## src/rtl/decoder_stream_sv.sv

```systemverilog
// Streaming 4-to-10 decoder with 2-entry output buffer.
// Illegal codes (10..15) are queued with an error flag and counted.
module decoder_stream_sv #(
    parameter int ERR_CNT_W = 8
) (
    input  logic                 iCLK,
    input  logic                 iRST,
    input  logic                 iVALID,
    input  logic [3:0]           iCODE,
    output logic                 oREADY,
    output logic                 oVALID,
    output logic [9:0]           oONEHOT,
    output logic                 oERR,
    input  logic                 iREADY,
    input  logic                 iCLR_CNT,
    output logic [ERR_CNT_W-1:0] oERR_CNT
);

    localparam logic [1:0] EMPTY = 2'd0;
    localparam logic [1:0] ONE   = 2'd1;
    localparam logic [1:0] FULL  = 2'd2;

    logic [1:0]           state;
    logic [1:0]           state_next;
    logic                 ready_q;
    logic [10:0]          head;
    logic [10:0]          tail;
    logic [10:0]          dec;
    logic                 illegal;
    logic                 push;
    logic                 pop;
    logic [ERR_CNT_W-1:0] cnt;

    assign illegal = (iCODE > 4'd9);
    assign push    = iVALID & ready_q;
    assign pop     = (state != EMPTY) & iREADY;

    // Decode the incoming code into {err, onehot}
    always_comb begin
        dec = '0;
        if (illegal)
            dec[10] = 1'b1;
        else
            dec[9:0] = 10'd1 << iCODE;
    end

    // Buffer occupancy transitions
    always_comb begin
        state_next = state;
        unique case (state)
            EMPTY: if (push) state_next = ONE;
            ONE: begin
                if (push && !pop)
                    state_next = FULL;
                else if (pop && !push)
                    state_next = EMPTY;
            end
            FULL:  if (pop) state_next = ONE;
            default: state_next = EMPTY;
        endcase
    end

    // Occupancy state and registered ready (low in FULL and during reset)
    always_ff @(posedge iCLK) begin
        if (iRST) begin
            state   <= EMPTY;
            ready_q <= 1'b0;
        end else begin
            state   <= state_next;
            ready_q <= (state_next != FULL);
        end
    end

    // Entry storage: head is always the oldest entry
    always_ff @(posedge iCLK) begin
        if (iRST) begin
            head <= '0;
            tail <= '0;
        end else begin
            if (push && (state == EMPTY || (state == ONE && pop)))
                head <= dec;
            else if (pop && state == FULL)
                head <= tail;
            if (push && state == ONE && !pop)
                tail <= dec;
        end
    end

    // Saturating illegal-code counter; clear beats a same-cycle increment
    always_ff @(posedge iCLK) begin
        if (iRST || iCLR_CNT)
            cnt <= '0;
        else if (push && illegal && cnt != {ERR_CNT_W{1'b1}})
            cnt <= cnt + 1'b1;
    end

    assign oREADY   = ready_q;
    assign oVALID   = (state != EMPTY);
    assign oONEHOT  = oVALID ? head[9:0] : 10'd0;
    assign oERR     = oVALID ? head[10] : 1'b0;
    assign oERR_CNT = cnt;

endmodule

```

## config.mk

```make
export PLATFORM = sky130hd
export DESIGN_NAME = decoder_stream_sv
export DESIGN_NICKNAME = d
export VERILOG_FILES = /design/src/rtl/decoder_stream_sv.sv
export SDC_FILE = /design/constraint.sdc
export NUM_CORES = 1
export LEC_CHECK = 0
export CAP_MARGIN = 20
export CORE_MARGIN = 2
export CORE_UTILIZATION = 50
export DETAILED_ROUTE_END_ITERATION = 10
export HOLD_SLACK_MARGIN = 0.12
export PLACE_DENSITY = 0.77
export SETUP_SLACK_MARGIN = 0.5
export SLEW_MARGIN = 30
export SYNTH_ARGS = -nofsm -noshare
export SYNTH_HDL_FRONTEND = slang
export SYNTH_SLANG_ARGS = --single-unit
```

## constraint.sdc

```tcl
create_clock -name iCLK -period 3.9 [get_ports iCLK]
set_input_delay 0.39 -clock iCLK [delete_from_list [all_inputs] [get_ports iCLK]]
set_output_delay 0.39 -clock iCLK [all_outputs]
set_load 0.05 [all_outputs]
```

* Word-level counts from Yosys, hierarchy flattened
Index checks and enable logic that the tools add are counted.
Operators by class: add/subtract/negate cells 1, magnitude comparators 1, eq/ne operators 4, shift-type cells 1, mux-type cells 11, bitwise gates (word level) 2, reduce and logical (&&, ||, !) cells 16
Operators with widths (count):
- $mux W11 | 2
- $mux W10 | 2
- $shl A1 B4 Y10 const A | 1
- $logic_and A1 B1 Y1 | 9
- $add A8 B1 Y8 const B | 1
- $mux W2 | 4
- $ne A8 B8 Y1 const B | 1
- $pmux W2 S3 | 1
- $gt A4 B4 Y1 const B | 1
- $reduce_bool A2 Y1 | 2
- $and A1 B1 Y1 | 2
- $eq A2 B1 Y1 const B | 1
- $eq A2 B2 Y1 const B | 1
- $logic_not A1 Y1 | 2
- $logic_not A2 Y1 | 1
- $logic_or A1 B1 Y1 | 2
- $mux W1 | 2
- $ne A2 B2 Y1 const B | 1
Storage, ports and cells: register bits 33, bits of input ports 9, word-level logic and storage cells 41

* Depth between registers and ports, before layout
Gate-level depths: netlist of run 1.
depth after elaboration 7, depth in mapped cells 5, depth with buffers taken out 5

* Worst setup path before layout of run 1
No wires, ideal clock.
path kind register to register, from register cnt[0] (netlist: oERR_CNT[0]), to register cnt[7] (netlist: oERR_CNT[7]), arrival time 1.712 ns, required time 3.785 ns, path slack 2.073 ns, stages on the path, launching flop included 6, period minus slack after synthesis 1.827 ns, path through dfxtp_1 ha_1 nand3_1 o21bai_1 nor4_1 o21ba_2
On the way: cells in the longest elaborated chain, start to end 2, elaborated cells between the ends (all ways) 3
RTL lines:
- from (decl) | line 32 | logic [ERR_CNT_W-1:0] cnt;
- from (signal assigned) | line 94 | cnt <= cnt + 1'b1;
- parallel branches: the longest is 2 deep, another holds $add A8 B1 Y8
Parallel ways; which one is timed is not known. A chain may end at the register's enable or synchronous reset.

* Final worst setup path of run 1
from register state[1], to output oONEHOT[8]
On the way: cells in the longest elaborated chain, start to end 2
RTL lines:
- from (decl) | line 23 | logic [1:0] state;
- from (signal assigned) | line 69 | state <= state_next;
- $reduce_bool A2 Y1 | line 98 | assign oVALID = (state != EMPTY);
- $mux W10 | line 99 | assign oONEHOT = oVALID ? head[9:0] : 10'd0;
- to (decl) | line 12 | output logic [9:0] oONEHOT,
No other way between the ends.

==> parameters.txt, run 1 <==
Parameter                              Value

Run status
  Status ... finished clean

Clocking
  Clock buffer count from CTS ... 5
  Buffer type at the clock tree root ... clkbuf_4
  Post-CTS Setup Repair Bufs ... 0
  Resized cells post-CTS ... 0
  Clock network latency to the later pin of the worst-skew pair ... 0.32 ns
  Worst-case clock buffer depth ... 2
  Clock H-tree levels ... 2
  Clk slew on worst S/H paths ... 0.09 ns
  Number of clock sinks ... 33
  Hold buffer count at cts ... 0
  TritonCTS clock tree ... yes

STA
  Hold violation total from the final report ... 0
  Worst max-slew margin expressed relative to the limit ... 41.3%
  Worst-margin pin slew ... 0.877 ns
  Final setup fails ... 0
  Unrepaired setup endpoints after global routing ... no
  Maximum operating frequency ... 389 MHz
  Setup_tns ... 0 ns
  Final min period ... 2.57 ns
  Setup Skew ... 0.00263 ns
  Final period utilization ... 65.9%
  Number of max-slew violations in the final report ... 0

Detailed routing
  Drc violations ... 0
  Via count normalized by instance count ... 5.31
  First-pass DRT Iterations ... 4
  Top layer reached by signal wires ... met4
  Violation count after the first detailed-routing iteration ... 38
  WL final ... 3.28 mm
  Detailed-routed wire length on met3 ... 136 um
  Routed via count ... 1,370
  Routed wl met2 ... 1.54 mm
  Total routed wire length on the met1 layer ... 1.54 mm
  WL/cell ... 12.7 um
  Antenna-violating nets left ... 0

Yosys
  Post-synthesis register bit count ... 33
  Library cell occupying the most area in the post-synthesis netlist ... dfxtp_1
  Number of nets produced by synthesis ... 201
  Syn_area_per_cell ... 8.45 sq um
  Post-synthesis instance area ... 1610 sq um
  Top post-synthesis cells by area ... dfxtp_1 41%, mux2i_1 8.1%, nor2_1 7.9%
  Fraction of post-synthesis cell area in the top cell type by area ... 40.9%
  Library cells used by synthesis ... 40
  Synthesis warning total ... 0
  Share of synthesized area occupied by flip-flops and latches ... 40.9%
  Synthesized instance count ... 191

Final layout
  Number of inserted filler cells in the final layout ... 288
  Layout cells sized above 1 ... 5.61%
  Growth of design area from synthesis to finish ... 21.2%
  Final nets ... 224
  Share of the core filled with cells in the final layout ... 64.1%
  Count of inserted antenna diode cells ... 0

Flow run
  Count of max-cap constraint violations ... 0

Power
  Share of power burned in the clock network ... 30.4%
  Fraction of power spent switching nets ... 26.0%
  Share of total power in combinational logic ... 13.6%
  Leakage power figure ... 0.656 nW
  Switch Pwr ... 0.000163 W
  Sequential power share ... 56.1%
  Internal Dissipation ... 0.000465 W
  Power density over cell area ... 321 nW/um^2
  Worst vdd rail ir drop ... 264 uV

Floorplanning
  Overall die width ... 60.8 um
  Y dimension of the die ... 60.8 um
  Starting density of the core ... 52.9%
  Core box area ... 3050 sq um
  I/O pin count ... 30
  Full die area ... 3700 sq um
  Number of rows in the core area ... 20

Worst setup path
  Crit path launch type ... flip-flop
  Series of cell instances along the critical path ... nor2_1 -> nor2b_1 -> clkdlybuf4s50_1
  Peak fanout along the critical path ... 12
  Cell with the biggest individual delay on the critical path ... clkdlybuf4s50_1
  Critical path data arrival time ... 2.18 ns
  Required time of the worst setup path ... 3.51 ns
  Critical Path Sink Type ... output pin
  Largest stage delay, worst path ... 0.73 ns
  Crit path kind ... reg2out

Placed design
  Gpl congestion ... 0.813
  Detailed placer's ending HPWL ... 2.42 mm
  Number of I/O port buffers ... 29

Global route
  Initial antenna violation count ... 0
  Total track usage ... 20.9%
  Vias in the first global route ... 1,286
  Overflow after GRT ... 0
  First-pass GRT wire length ... 5.75 mm
  Largest net degree at the start of global routing ... 27

Worst hold path
  Class of the most critical hold timing path ... reg2reg
[critical path, delay by kind of cell, from the launching register on]
family	cells	cell delay (ns)
buffers and inverters	1	0.73
and+or+nand+nor	2	0.72
DFF	1	0.40
[registers in the layout (all words and copies together) (netlist names)]
register / flops
head: 11
tail: 11
oERR_CNT: 8
state: 2
oREADY: 1
[power by group through the flow]
stage	combinational [W]	sequential (W)	clock [W]
2_1_floorplan	0.0000600	0.000362	0
3_3_place_gp	0.0000841	0.000359	0
3_5_place_dp	0.0000854	0.000360	0
5_1_grt	0.0000933	0.000354	0.000214
4_1_cts	0.0000853	0.000352	0.000203
6_report	0.0000852	0.000352	0.000191
[final cells by class]
cell class	instances	area, sq um	share of cell area (%)
clock buffers	7	55.1	2.81
inverters	3	11.3	0.575
multi-input cells	142	885	45.2
flip-flops and latches	33	661	33.8
well taps	44	55.1	2.81
repair buffers	29	290	14.8
[routing by layer]
metal / vias up / global-route usage [%]
li1: 713 / -
met4: 0 / 7.45
met2: 23 / 34.3
met5: - / 0
met1: 629 / 26.4
met3: 5 / 5.76
[cells by family after synthesis]
kind of cell | synth area share (%)
AND/OR/NAND/NOR | 29.3
AO/OA/AOI/OAI | 13.1
multiplexers | 8.76
flip-flops | 40.9
buffers and inverters | 4.96
XOR/XNOR | 2.17
adder cells (fa/ha/maj) | 0.775
[final timing paths]
| path | slack (ns) | start | cells after the start | end |
|---|---|---|---|---|
| worst min-delay path | 0.47 | head[10]$_SDFFE_PP0P_ | 2 | head[10]$_SDFFE_PP0P_ |
| worst max-delay path | 1.33 | state[1]$_SDFF_PP0_ | 3 | oONEHOT[8] |
| worst min register to register | 0.47 | head[10]$_SDFFE_PP0P_ | 2 | head[10]$_SDFFE_PP0P_ |
| worst max register to register | 2.02 | state[1]$_SDFF_PP0_ | 4 | head[5]$_SDFFE_PP0P_ |
[through the flow]
step	cell area, sq um	hold slack, ns	instances	power [W]	worst slack [ns]
after floorplan	1610	0.439	191	0.000422	2.07
after global placement	1900	0.454	251	0.000444	1.54
after detailed placement	1900	0.459	251	0.000445	1.46
after CTS	1950	0.474	258	0.000641	1.30
after global routing	1960	0.498	258	0.000661	1.15
final	1960	0.470	258	0.000628	1.33
[Yosys cell counts]
cell and instances:
a21oi_1 4, a311oi_1 10, a32oi_1 1, and3b_1 1, and4_1 1, buf_2 1, buf_4 3, buf_6 1
clkbuf_1 8, dfxtp_1 33, ha_1 1, inv_1 3, mux2_2 1, mux2i_1 13, nand2_1 25, nand2b_1 2
nand3_1 2, nand3b_1 1, nand4_1 2, nand4_4 1, nor2_1 34, nor2b_1 11, nor3_1 8, nor4_1 3
o2111a_1 1, o2111ai_1 1, o211ai_1 1, o21a_4 1, o21ai_0 2, o21ba_2 1, o21bai_1 1, o22a_1 1
o31a_1 1, o31ai_1 1, or2_2 1, or2b_1 3, or3_1 1, or4_1 1, xnor2_1 2, xor2_1 2
[cell usage in the layout (no fill, tap or decap), types with 2 or more instances in the layout]
cell type and n:
a21oi_1 4, a311oi_1 10, clkbuf_4 5, clkdlybuf4s50_1 29
dfxtp_1 33, inv_1 3, mux2i_1 13, nand2_1 25
nand2b_1 2, nand3_1 2, nand4_1 2, nor2_1 34
nor2b_1 11, nor3_1 7, nor4_1 3, o21ai_0 2
or2b_1 3, xnor2_1 2, xor2_1 2
Note: power is estimated with default switching activity, not from simulation.
==> run 2: changes to the inputs <==
--- a/config.mk
+++ b/config.mk
@@ -7,10 +7,10 @@
 export LEC_CHECK = 0
 export CAP_MARGIN = 20
 export CORE_MARGIN = 2
-export CORE_UTILIZATION = 50
+export CORE_UTILIZATION = 46
 export DETAILED_ROUTE_END_ITERATION = 10
 export HOLD_SLACK_MARGIN = 0.12
-export PLACE_DENSITY = 0.77
+export PLACE_DENSITY = 0.75
 export SETUP_SLACK_MARGIN = 0.5
 export SLEW_MARGIN = 30
 export SYNTH_ARGS = -nofsm -noshare
==> constraint.sdc (replaced) <==
create_clock -name iCLK -period 2.2 [get_ports iCLK]
set_input_delay 0.22 -clock iCLK [delete_from_list [all_inputs] [get_ports iCLK]]
set_output_delay 0.22 -clock iCLK [all_outputs]
set_load 0.05 [all_outputs]
==> run 2 against run 1 <==
Net effect: die area increased by 8.1%; flip-flop and latch count unchanged; final cell count increased by 3.1%; worst setup slack got worse by 0.74 ns; clock skew increased by 0.0064 ns; combinational power increased by 85%; register-to-register slack got worse by 1.3 ns; routed wire length increased by 5.0%; via count increased by 3.2%; first-iteration DRC count increased by 82%; largest cell class unchanged.
==> parameters.txt, run 2 (synthesis results as in run 1) <==
Parameter                              Value

Run status
  Status ... finished clean

STA
  Min Hold Slack ... 0.466 ns (-0.00356 ns)
  Setup Skew ... 0.00903 ns (+0.00640 ns)
  Final period utilization ... 73.3%
  Setup_tns ... 0 ns (unchanged)
  Hold violation total from the final report ... 0 (unchanged)
  Setup WS post-layout ... 0.588 ns (-0.743 ns)
  Worst-margin pin slew ... 0.489 ns (-0.388 ns)
  Worst max-slew margin expressed relative to the limit ... 67.5% (+26 points)
  Unrepaired setup endpoints after global routing ... no
  Maximum operating frequency ... 620 MHz
  Final setup fails ... 0 (unchanged)
  Number of max-slew violations in the final report ... 0 (unchanged)
  Final min period ... 1.61 ns

Final layout
  Most common library cell in the layout ignoring fill and taps ... nor2_1
  Non-Filler Cell Area, Final ... 1990 sq um (+1.5%)
  Final nets ... 230 (+2.7%)
  Count of inserted antenna diode cells ... 0 (unchanged)
  Growth of design area from synthesis to finish ... 23.1%
  Number of inserted filler cells in the final layout ... 326 (+13%)
  Layout cells sized above 1 ... 17.3% (+12 points)
  Most frequent cells in the layout ... 33 x nor2_1, 28 x dfxtp_1, 25 x nand2_1
  Final instance count without filler cells ... 266 (+3.1%)

Floorplanning
  Y dimension of the die ... 63.2 um (+4.0%)
  Starting density of the core ... 48.0% (-4.9 points)
  Full die area ... 4000 sq um (+8.1%)
  Number of rows in the core area ... 21 (+5.0%)
  Core box area ... 3360 sq um (+10%)
  Overall die width ... 63.2 um (+4.0%)
  I/O pin count ... 30 (unchanged)

Global route
  Total track usage ... 18.4% (-2.4 points)
  Largest net degree at the start of global routing ... 26 (-3.7%)
  Vias in the first global route ... 1,252 (-2.6%)
  Initial antenna violation count ... 0 (unchanged)
  First-pass GRT wire length ... 5.73 mm (-0.24%)
  Overflow after GRT ... 0 (unchanged)

Detailed routing
  WL/cell ... 12.9 um (+1.8%)
  Drc violations ... 0 (unchanged)
  Antenna-violating nets left ... 0 (unchanged)
  WL final ... 3.44 mm (+5.0%)
  Violation count after the first detailed-routing iteration ... 69 (+82%)
  Via count normalized by instance count ... 5.32 (+0.11%)
  Routed via count ... 1,414 (+3.2%)
  First-pass DRT Iterations ... 4 (unchanged)

Worst setup path
  Capturing point of the worst reg2reg path ... oERR_CNT[5]$_SDFFE_PP0P_
  Required time of the worst setup path ... 2.48 ns (-1.03 ns)
  Critical Path Sink Type ... flip-flop
  Peak fanout along the critical path ... 9 (-3)
  Count of cells along the worst register-to-register path ... 5 (+1)
  Crit path kind ... in2reg
  Critical path data arrival time ... 1.89 ns (-0.29 ns)
  Slack of the worst reg-to-reg path ... 0.69 ns (-1.33 ns)
  Reg-to-Reg Start ... oERR_CNT[0]$_SDFFE_PP0P_
  Crit path launch type ... input pin

Placed design
  Cell total after placement ... 257 (+2.4%)
  Gpl congestion ... 0.833 (+2.5%)
  Area of placed instances ... 1910 sq um (+0.86%)
  Worst setup slack before clock tree synthesis ... 0.0312 ns (-1.43 ns)
  Number of I/O port buffers ... 29 (unchanged)
  Detailed placer's ending HPWL ... 2.35 mm (-2.9%)

Clocking
  Clock network latency to the later pin of the worst-skew pair ... 0.34 ns (+0.02 ns)
  TritonCTS clock tree ... yes
  Buffer type at the clock tree root ... clkbuf_4
  Clock buffer count from CTS ... 5 (unchanged)
  Number of clock sinks ... 33 (unchanged)
  Worst-case clock buffer depth ... 2 (unchanged)
  Hold buffer count at cts ... 0 (unchanged)
  Clk slew on worst S/H paths ... 0.10 ns (about the same)
  Clock H-tree levels ... 2 (unchanged)

Power
  Worst vdd rail ir drop ... 324 uV (+23%)
  Share of total power in combinational logic ... 14.0% (+0.4 points)
  Internal Dissipation ... 0.000828 W (+78%)
  Power density over cell area ... 567 nW/um^2 (+77%)
  Fraction of power spent switching nets ... 26.6% (+0.57 points)
  Share of power burned in the clock network ... 30.4% (about the same)
  Switch Pwr ... 0.000300 W (+83%)
  Leakage power figure ... 0.748 nW (+14%)
  Sequential power share ... 55.6% (-0.5 points)

Worst hold path
  Class of the most critical hold timing path ... reg2reg
  Worst Hold Path EP ... head[10]$_SDFFE_PP0P_
  Start point of the worst hold path ... head[10]$_SDFFE_PP0P_
  Number of cells traversed by the worst hold path ... 2 (unchanged)

Flow run
  Count of max-cap constraint violations ... 0 (unchanged)
==> run 2: cell count changes in the layout (fill, tap and decap cells not counted), moves of 3 or more <==
cell / change
dfxtp_1: -5
clkdlybuf4s50_1: -21
dlygate4sd2_1: +9
dfxtp_2: +5
clkdlybuf4s15_2: +3
buf_4: +13
==> run 2: timing repair <==
action,CTS,global route
endpoints found under the setup margin,21,5
hold endpoints to repair,0,0
pin swaps,1,1
setup buffers,0,1
gates resized for setup,23,6
cloned,0,1
==> run 2: layout make-up <==
class                           instances  area, sq um  share of cell area [%]
Tap cell                               46         57.6                    2.90
Timing Repair Buffer                   34          295                    14.9
Clock buffer                            7         55.1                    2.77
Inverter                                3         11.3                   0.567
Sequential cell                        33          667                    33.6
Multi-Input combinational cell        143          901                    45.3
==> run 2: routing by layer <==
metal	global-route usage (%)	vias up	wire length, um
li1	-	730	-
met1	22.9	643	1620
met2	28.6	34	1570
met3	6.79	7	173
met4	8.15	0	77
met5	0	-	0
==> run 2: metrics by stage <==
stage,power [W],utilization (%)
6_report,0.00113,59.1
5_1_grt,0.00119,59.1
4_1_cts,0.00113,58.5
3_5_place_dp,0.000793,56.8
3_3_place_gp,0.000790,56.8
2_1_floorplan,0.000748,-
==> run 2: power groups by stage <==
stage               Combinational, W  Sequential, W  Clock [W]
floorplan                   0.000106       0.000641          0
global placement            0.000152       0.000638          0
detailed placement          0.000155       0.000639          0
CTS                         0.000155       0.000625   0.000353
global route                0.000172       0.000630   0.000386
finish                      0.000158       0.000627   0.000342
==> run 2: worst max-delay path, stage by stage <==
cell and delay [ns]:
clkdlybuf4s50_1 0.66, o21a_4 0.21, nand4_4 0.13, or4_1 0.51
a21oi_1 0.15
==> run 2: how the worst max path moves through the flow <==
stage                        startpoint                  endpoint  slack [ns]  cells past startpoint
6_report                       iCODE[1]  oERR_CNT[5]$_SDFFE_PP0P_        0.59                      5
5_1_grt             state[1]$_SDFF_PP0_                oONEHOT[7]        0.51                      3
4_1_cts             state[1]$_SDFF_PP0_                oONEHOT[2]        0.46                      3
3_5_place_dp        state[1]$_SDFF_PP0_                oONEHOT[2]        0.03                      3
3_3_place_gp        state[1]$_SDFF_PP0_                oONEHOT[7]        0.19                      3
2_1_floorplan  oERR_CNT[2]$_SDFFE_PP0P_  oERR_CNT[7]$_SDFFE_PP0P_        0.53                      4
==> run 3: changes to the inputs <==
==> constraint.sdc (replaced) <==
create_clock -name iCLK -period 1.4 [get_ports iCLK]
set_input_delay 0.14 -clock iCLK [delete_from_list [all_inputs] [get_ports iCLK]]
set_output_delay 0.14 -clock iCLK [all_outputs]
set_load 0.05 [all_outputs]
==> run 3 against run 2 <==
Net effect: the flow now finishes with violations (negative setup slack); non-clock buffer count rose by 35; flip-flop and latch count did not move; first-iteration DRC count rose to 3.4 times the previous value; largest power group unchanged.
==> parameters.txt, run 3 (synthesis results as in run 1) <==
Parameter                              Value

Detailed routing
  WL/cell ... 21.9 um (+69%)
  First-pass DRT Iterations ... 5 (+1)
  Violation count after the first detailed-routing iteration ... 236 (+240%)
  Routed via count ... 1,840 (+30%)
  Via count normalized by instance count ... 6.11 (+15%)
  WL final ... 6.59 mm (+92%)
  Antenna-violating nets left ... 0 (unchanged)
  Drc violations ... 0 (unchanged)

Final layout
  Most frequent cells in the layout ... 30 x nor2_1, 22 x buf_6, 22 x dfxtp_1
  Share of the core filled with cells in the final layout ... 87.8% (+29 points)
  Count of inserted antenna diode cells ... 0 (unchanged)
  Growth of design area from synthesis to finish ... 82.9%
  Most common library cell in the layout ignoring fill and taps ... nor2_1
  Final nets ... 264 (+15%)
  Layout cells sized above 1 ... 54.1% (+37 points)

STA
  Final setup fails ... 22 (+22)
  Worst max-slew margin expressed relative to the limit ... 71.9% (+4.4 points)
  Setup_tns ... -0.890 ns (-0.890 ns)
  Unrepaired setup endpoints after global routing ... yes
  Setup WS post-layout ... -0.127 ns (-0.715 ns)
  Final period utilization ... 109%
  Maximum operating frequency ... 655 MHz
  Setup Skew ... 0.0153 ns (+0.00626 ns)
  Number of max-slew violations in the final report ... 0 (unchanged)
  Worst-margin pin slew ... 0.418 ns (-0.0711 ns)
  Final min period ... 1.53 ns
  Hold violation total from the final report ... 0 (unchanged)

Clocking
  Buffer type at the clock tree root ... clkbuf_4
  Number of clock sinks ... 33 (unchanged)
  Clock network latency to the later pin of the worst-skew pair ... 0.35 ns (about the same)
  Worst-case clock buffer depth ... 2 (unchanged)
  Hold buffer count at cts ... 0 (unchanged)
  Clk slew on worst S/H paths ... 0.12 ns (+0.02 ns)
  TritonCTS clock tree ... yes
  Clock buffer count from CTS ... 5 (unchanged)
  Clock H-tree levels ... 2 (unchanged)

Floorplanning
  Overall die width ... 63.2 um (unchanged)
  Full die area ... 4000 sq um (unchanged)
  Number of rows in the core area ... 21 (unchanged)
  Core box area ... 3360 sq um (unchanged)
  Y dimension of the die ... 63.2 um (unchanged)
  I/O pin count ... 30 (unchanged)
  Starting density of the core ... 48.0% (unchanged)

Worst setup path
  Peak fanout along the critical path ... 5 (-4)
  Critical Path Sink Type ... flip-flop
  Required time of the worst setup path ... 1.64 ns (-0.84 ns)
  Reg-to-Reg Start ... state[0]$_SDFF_PP0_
  Slack of the worst reg-to-reg path ... -0.13 ns (-0.82 ns)
  Crit path launch type ... flip-flop
  Critical path data arrival time ... 1.77 ns (-0.12 ns)
  Crit path kind ... reg2reg
  Count of cells along the worst register-to-register path ... 6 (+1)
  Capturing point of the worst reg2reg path ... head[3]$_SDFFE_PP0P_

Global route
  Overflow after GRT ... 0 (unchanged)
  Vias in the first global route ... 1,701 (+36%)
  First-pass GRT wire length ... 8.77 mm (+53%)
  Largest net degree at the start of global routing ... 26 (unchanged)
  Total track usage ... 28.8% (+10 points)
  Initial antenna violation count ... 0 (unchanged)

Power
  Share of power burned in the clock network ... 31.0% (+0.6 points)
  Internal Dissipation ... 0.00146 W (+76%)
  Sequential power share ... 46.7% (-8.9 points)
  Leakage power figure ... 1.09 nW (+45%)
  Share of total power in combinational logic ... 22.3% (+8.3 points)
  Fraction of power spent switching nets ... 30.1% (+3.5 points)
  Power density over cell area ... 706 nW/um^2 (+24%)
  Worst vdd rail ir drop ... 622 uV (+92%)
  Total power consumption of the routed design ... 0.00208 W (+85%)
  Switch Pwr ... 0.000628 W (+110%)

Placed design
  Detailed placer's ending HPWL ... 2.91 mm (+24%)
  Number of I/O port buffers ... 29 (unchanged)
  Gpl congestion ... 0.738 (-11%)
  Worst setup slack before clock tree synthesis ... -0.325 ns (-0.356 ns)

Worst hold path
  Start point of the worst hold path ... iCODE[3]
  Class of the most critical hold timing path ... in2reg
  Number of cells traversed by the worst hold path ... 4 (+2)
  Worst Hold Path EP ... head[0]$_SDFFE_PP0P_

Flow run
  Count of max-cap constraint violations ... 0 (unchanged)

Run status
  Status ... finished, violations left
  Violated checks ... negative setup slack
run 3: cell types whose count changed in the layout (fill, tap and decap cells not counted), sizes merged:
cell	before	now
buf	14	59
dlygate4sd2	9	1
clkdlybuf4s15	3	0
clkbuf	7	9
clkdlybuf4s50	8	7
clkinv	0	1
nor2	35	34
run 3: stage by stage:
stage	instances	instance area, sq um	hold WS [ns]
final	301	2950	0.443
after global routing	301	2950	0.454
after CTS	293	2750	0.384
after detailed placement	270	2320	0.471
after global placement	270	2320	0.463
after floorplan	191	1860	0.209
run 3: layout make-up:
class,count,area [sq um]
multi-input combinational,142,1240
timing repair buffer,69,870
clock buffer,7,65.1
tap,46,57.6
inverter,3,11.3
sequential,33,702
clock inverter,1,5.00
fill,155,412
run 3: what timing repair did:
| action | CTS | global route |
|---|---|---|
| setup endpoints to repair | 54 | 54 |
| gates cloned | 2 | 2 |
| hold endpoints to repair | 0 | 0 |
| resized for setup | 43 | 27 |
| setup buffers | 13 | 6 |
| pin swaps | 11 | 13 |
run 3: worst max-delay path by stage:
stage,startpoint,endpoint,depth (start not counted)
6_report,state[0]$_SDFF_PP0_,head[3]$_SDFFE_PP0P_,6
5_1_grt,state[0]$_SDFF_PP0_,head[3]$_SDFFE_PP0P_,6
4_1_cts,state[1]$_SDFF_PP0_,oONEHOT[1],4
3_5_place_dp,iCODE[3],oERR_CNT[5]$_SDFFE_PP0P_,5
3_3_place_gp,iCODE[3],oERR_CNT[5]$_SDFFE_PP0P_,5
2_1_floorplan,oERR_CNT[1]$_SDFFE_PP0P_,oERR_CNT[6]$_SDFFE_PP0P_,5
run 3: layer usage:
layer	GRT usage, %	wire (um)
met4	12.5	313
met1	33.1	2440
met3	7.68	498
met5	0	0
met2	50.0	3330
run 3: critical path: stages, from the launching register on:
cell and delay (ns):
dfxtp_4 0.37, buf_6 0.13, nand3b_1 0.20, inv_2 0.15, clkbuf_16 0.16, nand2_1 0.05, a311oi_1 0.35
run 3: power groups by stage:
stage	clock, W	sequential [W]	combinational [W]
after floorplan	0	0.000998	0.000224
after global placement	0	0.000994	0.000322
after detailed placement	0	0.000996	0.000329
after CTS	0.000627	0.000969	0.000391
after global routing	0.000690	0.000975	0.000484
final	0.000646	0.000972	0.000465
